===== src/rtl/serial_sub.sv =====
// serial_sub: bit-serial unsigned subtractor, a - b, LSB first.
// One full-subtractor cell is reused over WIDTH clocks, with the borrow
// carried between clocks in a register. diff/borr load only on completion
// and then hold until the next completion or reset.
module serial_sub #(
  parameter int WIDTH = 8
) (
  input  logic             clk,
  input  logic             rst_n,
  input  logic             start,
  input  logic [WIDTH-1:0] a,
  input  logic [WIDTH-1:0] b,
  output logic             busy,
  output logic             done,
  output logic [WIDTH-1:0] diff,
  output logic             borr
);

  localparam int CW = (WIDTH > 1) ? $clog2(WIDTH) : 1;

  localparam logic [1:0] IDLE  = 2'd0;
  localparam logic [1:0] SHIFT = 2'd1;
  localparam logic [1:0] DONE  = 2'd2;

  logic [1:0]       state;
  logic [WIDTH-1:0] sa;
  logic [WIDTH-1:0] sb;
  logic [WIDTH-1:0] res;
  logic             bin;
  logic [CW-1:0]    cnt;
  logic             armed;
  logic             d_bit;
  logic             b_bit;
  logic             last_bit;

  // Full-subtractor cell on the current LSBs and the registered borrow.
  always_comb begin
    d_bit = sa[0] ^ sb[0] ^ bin;
    b_bit = (~sa[0] & sb[0]) | (~(sa[0] ^ sb[0]) & bin);
  end

  // The counter runs 0..WIDTH-1, so it never wraps before the last bit.
  assign last_bit = (cnt == CW'(WIDTH - 1));

  // Goes high at the first edge after reset release; a start arriving on
  // that same edge is therefore ignored.
  always_ff @(posedge clk or negedge rst_n) begin
    if (!rst_n) armed <= 1'b0;
    else        armed <= 1'b1;
  end

  // Control FSM plus operand, result and borrow datapath.
  // NOTE: non-blocking assignments throughout so every register samples the
  // pre-edge values of the others, exactly like real flip-flops.
  always_ff @(posedge clk or negedge rst_n) begin
    if (!rst_n) begin
      state <= IDLE;
      sa    <= '0;
      sb    <= '0;
      res   <= '0;
      bin   <= 1'b0;
      cnt   <= '0;
      diff  <= '0;
      borr  <= 1'b0;
    end else begin
      case (state)
        IDLE: begin
          if (start && armed) begin
            sa    <= a;
            sb    <= b;
            res   <= '0;
            bin   <= 1'b0;
            cnt   <= '0;
            state <= SHIFT;
          end
        end
        SHIFT: begin
          sa  <= sa >> 1;
          sb  <= sb >> 1;
          res <= {d_bit, res[WIDTH-1:1]};
          bin <= b_bit;
          cnt <= cnt + 1'b1;
          if (last_bit) begin
            diff  <= {d_bit, res[WIDTH-1:1]};
            borr  <= b_bit;
            state <= DONE;
          end
        end
        DONE:    state <= IDLE;
        default: state <= IDLE;
      endcase
    end
  end

  assign busy = (state == SHIFT);
  assign done = (state == DONE);

endmodule


===== config.mk =====
export PLATFORM = sky130hd
export DESIGN_NAME = serial_sub
export DESIGN_NICKNAME = d
export VERILOG_FILES = /design/src/rtl/serial_sub.sv
export SDC_FILE = /design/constraint.sdc
export NUM_CORES = 1
export LEC_CHECK = 0
export ABC_AREA = 1
export BUFFER_PORTS_ARGS = -buffer_cell sky130_fd_sc_hd__clkbuf_2
export CAP_MARGIN = 20
export CORE_UTILIZATION = 30
export DETAILED_ROUTE_END_ITERATION = 12
export PLACE_DENSITY = 0.44
export RECOVER_POWER = 25
export SETUP_SLACK_MARGIN = 0.15
export SYNTH_ARGS = -nofsm -noshare
export SYNTH_HDL_FRONTEND = slang
export SYNTH_SLANG_ARGS = --single-unit

===== constraint.sdc =====
create_clock -name clk -period 2.3 [get_ports clk]
set_clock_uncertainty 0.15 [all_clocks]
set_input_delay 0.115 -clock clk [delete_from_list [all_inputs] [get_ports clk]]
set_output_delay 0.115 -clock clk [all_outputs]
set_load 0.02 [all_outputs]

Word level (Yosys, flattened, before mapping)
Cells that the tools add are included.
{ "word_totals": {"word_cells": 41, "out_inout_bits": 11, "regBits": 40, "inputBits": 19} }
{ "classes": {"muxes": 13, "addsub": 1, "n_eq_ne": 5, "n_bitwise": 7, "n_reduce_logical": 6} }
{ "op_table": {"columns": ["op", "n"], "rows": [
  ["8-bit case mux with 2 select lines", 3],
  ["8-bit 2-to-1 mux", 3],
  ["3-bit case mux with 2 select lines", 1],
  ["2-bit AND reduction", 3],
  ["2-bit 2-to-1 mux", 2],
  ["2-bit case mux with 2 select lines", 1],
  ["3-bit by 1-bit adder with 3-bit output (second input constant)", 1],
  ["3-bit == test (second input constant)", 1],
  ["3-bit 2-to-1 mux", 1],
  ["1-bit AND", 2],
  ["2-bit by 1-bit == test with 1-bit output (second input constant)", 1],
  ["2-bit == test (second input constant)", 1],
  ["2-bit logical NOT", 1],
  ["2-bit by 1-bit != test with 1-bit output (second input constant)", 1],
  ["2-bit != test (second input constant)", 1],
  ["1-bit NOT", 2],
  ["1-bit case mux with 2 select lines", 1],
  ["2-bit nonzero test", 1],
  ["1-bit bitwise XOR", 2],
  ["1-bit logical AND", 1],
  ["1-bit 2-to-1 mux", 1],
  ["1-bit bitwise OR", 1]
]} }

Depth between registers and ports, before layout
Gate-level depths: netlist (run 1).
{ "logic_depth": {"ltp_word": 5, "depth_mapped": 7} }

Least setup slack after synthesis (run 1)
No wires, ideal clock.
{ "synth_path": {"kind": "register to register", "startpoint": "reg cnt[0]", "endpoint": "reg diff[6]", "required_ns": 2.076, "n_path_buf": 1, "setup_ns": 0.074, "t_arrival_ns": 1.161, "stages_incl_launch_ff": 7, "path_slack_ns": 0.915, "cell_sequence": "dfrtp_1 ha_1 ha_1 nand2_4 buf_6 nand2_1 o21ai_2"} }
{ "synth_between": {"elab_chain_cells": 2} }
{ "synth_rtl": {"columns": ["element", "line", "text"], "rows": [
  ["start: declaration", "30", "logic [CW-1:0] cnt;"],
  ["start signal: assignment", "82", "cnt <= cnt + 1'b1;"],
  ["3-bit == test", "43", "assign last_bit = (cnt == CW'(WIDTH - 1));"],
  ["2-bit AND reduction (no line)", null, null],
  ["end signal: assignment", "84", "diff <= {d_bit, res[WIDTH-1:1]};"],
  ["end: declaration", "15", "output logic [WIDTH-1:0] diff,"]
]} }
Every way passes these cells.
A chain may end at the register's enable or synchronous reset.

Final worst setup path (run 1)
{ "layout_path": {"startpoint": "reg state[1]", "endpoint": "reg sb[2]"} }
{ "layout_between": {"elab_chain_cells": 3, "word_cells_on_any_way": 6, "classes_between": "eq/ne: 2; mux: 1; reduce/logical: 3"} }
{ "layout_rtl": {"columns": ["element", "line", "text"], "rows": [
  ["start: declaration", "25", "logic [1:0] state;"],
  ["start signal: assignment", "57", "state <= IDLE;"],
  ["start signal: assignment", "74", "state <= SHIFT;"],
  ["start signal: assignment", "86", "state <= DONE;"],
  ["2-bit logical NOT or 2-bit by 1-bit == test with 1-bit output (tied branches)", "66", "case (state)"],
  ["2-bit != test (no line) or 2-bit nonzero test (tied branches)", null, null],
  ["2-bit AND reduction (no line)", null, null],
  ["end signal: assignment", "79", "sb <= sb >> 1;"],
  ["end: declaration", "27", "logic [WIDTH-1:0] sb;"]
]} }
Parallel ways exist; a longest one is shown, timed or not.

==> key figures, run 1 <==
Global route
  • Vias in the first global route: ~1.5k
  • M2 GR Usage: between 20 and 25%
  • GRT Util Overall: ~14%
  • Busiest layer in global routing: met2
  • M3 GR Usage: between 4 and 5%
  • Pin count of the biggest net entering global routing: 35
  • First-pass GRT wire length: between 7000 and 8000 µm
  • Congestion Overflow GR: 0
  • Met1 GRT Util: 19.1%
  • Initial antenna violation count: 0

STA
  • Unrepaired setup endpoints after global routing: no
  • Final hold violation count: 0
  • Worst-margin pin slew: about 0.85 ns
  • Min cycle time layout: between 1.5 and 2 ns
  • Final TNS setup: 0 ns
  • Max-slew violations: 0
  • Worst Slack Setup Final: 0.473 ns
  • Fmax: ~550 MHz
  • Final setup viols: 0
  • WHS: between 0.07 and 0.08 ns
  • Crit share post-route: 79.5%
  • Rel. slew slack: between 40 and 50%

Pwr
  • Largest vdd supply drop: roughly 0.44 mV
  • Switching pwr: 1.23 mW
  • P_leak: around 1.2 nW
  • Pint: between 1.5 and 2 mW
  • Switching Fraction: between 40% and 50%
  • Comb power frac: between 40% and 50%
  • Flop pwr share: approximately 40%
  • Pwr/cell area: ~1200 nW/µm²
  • Final Power: between 2 and 3 mW
  • Clock power frac: approximately 17%

Logic synthesis
  • Synth Register Bits: 39
  • Yosys warnings: 0
  • Post-synthesis cell type count: 21
  • Net Count, Synth: between 200 and 250
  • Mean Syn Cell Area: a little over 9 µm²
  • Largest area contributor in the netlist: dfrtp_1
  • Seq/Total Area, Yosys: approximately half
  • Mapped Cells: approximately 210
  • Netlist Area Pre-Place: 1920 µm²
  • Top cells by area, synth: dfrtp_1 (51%), nand2_1 (14%), nand3_1 (8.6%), nand3_2 (5.2%), o21ai_2 (4.1%)
  • Synth top area share: 50.8%

Worst setup path
  • Setup crit start kind: flip-flop
  • Worst Path Max Fanout: 34
  • CP endpoint kind: flip-flop
  • Crit Path Category: flip-flop to flip-flop
  • Req. time, crit path: 2.33 ns
  • Arr. time, crit path: roughly 1.9 ns

Final layout
  • Non-Filler Instances: between 300 and 400
  • Final #Nets: about 280
  • Ant. Diodes: 0
  • Area Growth Syn to Fin: 21.2%
  • Most frequent cells in the layout: nand2_1 (74), dfrtp_1 (39), nand3_1 (33)
  • Layout cell share with drive strength beyond 1: 22.7%
  • Fill cells: between 600 and 700
  • Most common cell after layout, fill and taps aside: nand2_1

Route
  • Total wire length: slightly above 4000 µm
  • Post-route ant nets: 0
  • Via density: roughly 4.6
  • Residual DRC: 0
  • DR pass1 iterations: 4
  • Drt wl/cell: between 10 and 15 µm
  • Initial DRC Count: 76
  • Routed via count: roughly 1.5k

Clock network
  • CTS Buf Count: 5
  • Clock Tree Root: clkbuf_8
  • CTS tree: built
  • Worst-Skew Late Latency: between 0.2 and 0.3 ns
  • Worst-path clk slew: 0.08 ns
  • Sink Count: 39
  • Resize count post-CTS: 0
  • CTS max path bufs: 2
  • CTS H-Tree Depth: 2

Place
  • Final HPWL DP: 2620 µm
  • Setup Slack @ Placement: roughly 0.48 ns
  • Routability congestion estimate: ~0.70
  • # port buffers: 29
  • Placed cell count: roughly 310

Run status
  • Status: finished clean

Floorplanning
  • Io pins: 30
  • Die W: a little over 80 µm
  • Row count: 28
  • Die Ht: between 80 and 90 µm
  • Initial Util: around a third
  • Core area: between 6000 and 7000 µm²
  • Die area: 6730 µm²

Min path
  • Hold crit path type: input port to flip-flop

Run
  • Max Cap Violations: 0
cell usage after synthesis, drive strengths merged:
master  number
buf         13
o21ai       17
a22oi        1
nand2       77
conb         1
fa           1
dfrtp       39
nand3       44
ha           2
inv         13
nor2         3
stage by stage:
step	area (µm²)	util, %
CTS	2340	38.6
global route	2330	38.4
floorplan	1920	-
finish	2330	38.4
global placement	2080	34.4
detailed placement	2080	34.4
cell families (layout without fill, tap and decap cells):
group           after synthesis  after routing  synth area share [%]
compound gates               18             18                  6.84
flops                        39             39                  50.8
buf+inv                      26             70                  8.14
other cells                   1              1                 0.195
fa+ha+maj                     3              3                  2.35
simple gates                124            124                  31.7
layer usage:
layer,part of all wire (%),up-vias
li1,-,761
met1,50,714
met2,45,24
met3,3.5,7
met4,1.7,0
met5,0,-
registers in the layout (all words and copies together), names as in the netlist:
signal / flops
diff: 8
sa: 8
sb: 8
res: 7
cnt: 3
state: 2
armed: 1
bin: 1
borr: 1
worst max-delay path, stage by stage (launching register included):
cell	delay [ns]
dfrtp_1	0.43
inv_2	0.28
nand2_4	0.30
buf_4	0.31
nand2_1	0.08
nand2_1	0.04
nand2_1	0.05
nand2_1	0.06
path summary, 6_finish.rpt:
path | startpoint | endpoint | slack (ns) | depth (start not counted)
setup / recovery | state[1]$_DFFE_PN0P_ | sb[2]$_DFFE_PN0P_ | 0.47 | 7
hold / removal | start | sa[7]$_DFFE_PN0P_ | 0.08 | 5
setup reg to reg | state[1]$_DFFE_PN0P_ | sb[2]$_DFFE_PN0P_ | 0.47 | 7
hold reg to reg | diff[3]$_DFFE_PN0P_ | diff[3]$_DFFE_PN0P_ | 0.33 | 2
max in group asynchronous | rst_n | sb[5]$_DFFE_PN0P_ | 0.85 | 3
min in group asynchronous | rst_n | diff[2]$_DFFE_PN0P_ | 0.29 | 2
what timing repair did:
action | in CTS | in global routing
endpoints found under the hold margin | 30 | 0
setup buffers | 0 | 0
hold buffers | 17 | 0
area by class of cell:
class	instances	area [µm²]	area share [%]
clock buffers	6	82.6	3.55
clock inverters	1	5.00	0.215
inverters	13	48.8	2.10
multi-input cells	146	788	33.9
flip-flops and latches	39	976	41.9
well taps	75	93.8	4.03
repair buffers	50	334	14.3
power by group through the flow:
stage	clock network, mW	logic (mW)	registers [mW]
4_1_cts	0.503	1.30	1.15
2_1_floorplan	0	0.957	1.22
5_1_grt	0.534	1.46	1.19
6_report	0.479	1.25	1.15
3_3_place_gp	0	1.26	1.17
3_5_place_dp	0	1.27	1.16
Power figures use the tool's default switching activity.
==> run 2, diff against run 1 <==
Settings changed: ABC_AREA 1 to 0, PLACE_DENSITY 0.44 to 0.46.
Clock period 2.3 ns to 1.6 ns, I/O delays scaled along.
==> key figures, run 2 <==
Pwr
  • P_leak: 1.15 nW (was 1.19 nW)
  • Final Power: 4.25 mW (was 2.88 mW)
  • Largest vdd supply drop: 0.499 mV (was 0.439 mV)
  • Pwr/cell area: 1840 nW/µm² (was 1240 nW/µm²)

STA
  • Worst-margin pin slew: 0.961 ns (was 0.848 ns)
  • Min cycle time layout: 1.59 ns (was 1.83 ns)
  • Crit share post-route: 99.6% (was 79.5%)
  • Worst Slack Setup Final: 0.00673 ns (was 0.473 ns)
  • Final setup viols: 0 (unchanged)
  • Max-slew violations: 0 (unchanged)
  • Fmax: 628 MHz (was 547 MHz)
  • Unrepaired setup endpoints after global routing: yes (was no)
  • Final hold violation count: 0 (unchanged)
  • Rel. slew slack: 35.9% (was 43.4%)
  • Final TNS setup: 0 ns (unchanged)

Place
  • # port buffers: 29 (unchanged)
  • Final HPWL DP: 2140 µm (was 2620 µm)
  • Setup Slack @ Placement: -0.0190 ns (was 0.476 ns)
  • Routability congestion estimate: 0.699 (was 0.696)

Clock network
  • Sink Count: 39 (unchanged)
  • CTS max path bufs: 2 (unchanged)
  • CTS H-Tree Depth: 2 (unchanged)
  • Worst-Skew Late Latency: 0.29 ns (about the same)
  • Clock Tree Root: clkbuf_8 (unchanged)
  • Worst-path clk slew: 0.07 ns (was 0.08 ns)
  • CTS tree: built (unchanged)
  • CTS Buf Count: 5 (unchanged)

Worst setup path
  • Req. time, crit path: 1.63 ns (was 2.33 ns)
  • CP max stage delay: 0.39 ns (was 0.43 ns)
  • Setup crit start kind: flip-flop (unchanged)
  • Crit Path Category: flip-flop to flip-flop (unchanged)
  • Worst Path Max Fanout: 10 (was 34)
  • WP buf/inv: 1 (was 2)
  • Arr. time, crit path: 1.62 ns (was 1.85 ns)
  • Worst path slowest cell: dfrtp_1 (unchanged)
  • Reg2reg start: cnt[1]$_DFFE_PN0P_ (was state[1]$_DFFE_PN0P_)
  • CP endpoint kind: flip-flop (unchanged)
  • CP Cell Sequence: ha_2, ha_4, nand3b_1, buf_12, mux2_4 (was inv_2, nand2_4, buf_4, nand2_1, nand2_1, nand2_1, nand2_1)
  • Critical path's top delay family: flip-flops (was buffers and inverters)
  • Worst Setup SP: cnt[1]$_DFFE_PN0P_ (was state[1]$_DFFE_PN0P_)

Route
  • DR pass1 iterations: 5 (was 4)
  • Via density: 4.70 (was 4.56)
  • Residual DRC: 0 (unchanged)
  • Total wire length: 3350 µm (was 4070 µm)
  • Drt wl/cell: 12.9 µm (was 12.3 µm)
  • Routed via count: 1218 (was 1506)
  • Initial DRC Count: 62 (was 76)
  • Post-route ant nets: 0 (unchanged)

Logic synthesis
  • Number of enable flip-flop cells after synthesis: 0 (unchanged)
  • Top cells by area, synth: dfrtp_1 (60%), mux2_2 (5.5%), a22o_1 (4.8%), o221a_2 (4.8%), a222oi_1 (3.7%) (was dfrtp_1 (51%), nand2_1 (14%), nand3_1 (8.6%), nand3_2 (5.2%), o21ai_2 (4.1%))
  • Post-synthesis cell type count: 26 (was 21)
  • Seq/Total Area, Yosys: 59.9% (was 50.8%)
  • Mapped Cells: 128 (was 211)
  • Top-count cell post-synth: dfrtp_1 (was nand2_1)
  • Net Count, Synth: 150 (was 233)
  • Yosys warnings: 0 (unchanged)
  • Synth top area share: 59.9% (was 50.8%)
  • Netlist Area Pre-Place: 1630 µm² (was 1920 µm²)
  • Most instantiated cells after synthesis: dfrtp_1 (39), inv_1 (16), a22o_1 (9), mux2_2 (8), nand2b_1 (8) (was nand2_1 (74), dfrtp_1 (39), nand3_1 (33), inv_1 (11), nand3_2 (10))
  • Largest area contributor in the netlist: dfrtp_1 (unchanged)
  • FFs w/ async S/R, synth: 100% (unchanged)
  • Synth Register Bits: 39 (unchanged)
  • Ys flop type: dfrtp_1 (unchanged)
  • Mean Syn Cell Area: 12.7 µm² (was 9.10 µm²)

Min path
  • Hold_sp: start (unchanged)
  • Hold crit path type: input port to flip-flop (unchanged)

Final layout
  • Area of the multi-input gates: 626 µm² (was 788 µm²)
  • Most frequent cells in the layout: dfrtp_1 (39), clkbuf_2 (29), dlygate4sd3_1 (15) (was nand2_1 (74), dfrtp_1 (39), nand3_1 (33))
  • Ant. Diodes: 0 (unchanged)
  • Layout cell share with drive strength beyond 1: 41.3% (was 22.7%)
  • Final #Nets: 210 (was 277)
  • Fill cells: 501 (was 668)
  • Most common cell after layout, fill and taps aside: dfrtp_1 (was nand2_1)
  • Area Growth Syn to Fin: 42.1% (was 21.2%)
  • Register area: 976 µm² (unchanged)
  • Largest regs: diff: 8 flops, sa: 8 flops, sb: 8 flops (unchanged)

Floorplanning
  • Die area: 5730 µm² (was 6730 µm²)
  • Initial Util: 31.5% (was 31.7%)
  • Die W: 75.7 µm (was 82.0 µm)
  • Io pins: 30 (unchanged)
  • Core area: 5170 µm² (was 6060 µm²)
  • Die Ht: 75.7 µm (was 82.0 µm)
  • Row count: 26 (was 28)

Run
  • Max Cap Violations: 0 (unchanged)

Run status
  • Status: finished clean (unchanged)

Global route
  • Pin count of the biggest net entering global routing: 40 (was 35)
  • Vias in the first global route: 1201 (was 1496)
  • GRT Util Overall: 13.1% (was 14.2%)
  • First-pass GRT wire length: 5460 µm (was 7100 µm)
  • Initial antenna violation count: 0 (unchanged)
  • Congestion Overflow GR: 0 (unchanged)
[run 2: cell types whose count changed after synthesis, moves of 6 or more]
cell | previous run | this run
nand3_1 | 33 | 0
o21ai_2 | 9 | 0
o221a_2 | 0 | 7
a222oi_1 | 0 | 6
nand3_2 | 10 | 0
mux2_2 | 0 | 8
a22o_1 | 0 | 9
nand2_1 | 74 | 4
nand2b_1 | 0 | 8
[run 2: power breakdown]
group	switching (mW)	internal (mW)	total (mW)
clock network	0.332	0.306	0.638
logic	0.865	1.08	1.95
registers	0.253	1.42	1.67
[run 2: final cells by class]
class	instances	area share [%]
clock inverter	1	0.216
multi-input combinational	65	27.0
sequential	39	42.1
clock buffer	7	3.29
timing repair buffer	60	20.5
tap	70	3.78
inverter	17	3.08
[run 2: worst reg2reg max path: stages, from the launching register on]
cell and delay (ns):
dfrtp_1 0.39, ha_2 0.20, ha_4 0.16, nand3b_1 0.13, buf_12 0.16, mux2_4 0.30
[run 2: cell families after synthesis]
logic type      after synthesis  synth area share, %
other cells                   1                0.230
mux                           8                 5.53
fa+ha+maj                     3                 2.76
simple gates                 21                 8.14
flops                        39                 59.9
compound gates               32                 17.0
buf+inv                      24                 6.52
[run 2: path summary, 6_finish.rpt]
path	endpoint	slack, ns	cells after the start
worst max-delay path	diff[1]$_DFFE_PN0P_	0.007	5
worst min-delay path	sb[7]$_DFFE_PN0P_	0.09	4
worst max register to register	diff[1]$_DFFE_PN0P_	0.007	5
worst min register to register	borr$_DFFE_PN0P_	0.34	2
max in group asynchronous	cnt[1]$_DFFE_PN0P_	0.29	3
min in group asynchronous	diff[5]$_DFFE_PN0P_	0.42	3
[run 2: per-stage QoR]
step                      instance area [µm²]  hold WS, ns  std cells  utilization [%]
after floorplan                          1680       -0.366        128                -
after global placement                   1950       0.0122        230             37.7
after detailed placement                 1950       0.0169        230             37.7
after CTS                                2240       0.0940        255             43.3
after global routing                     2320        0.123        259             44.8
final                                    2320       0.0904        259             44.8
[run 2: metal layers]
layer	routed length [µm]	track usage, %
met1	1580	16.2
met2	1570	20.9
met3	119	3.57
met4	80	7.00
met5	0	0
[run 2: what timing repair did]
action,4_1_cts,5_1_grt
endpoints found under the setup margin,30,33
hold buffers,15,0
cloned,0,1
resized for setup,11,11
endpoints found under the hold margin,53,0
pin swaps,4,3
buffers inserted,2,3
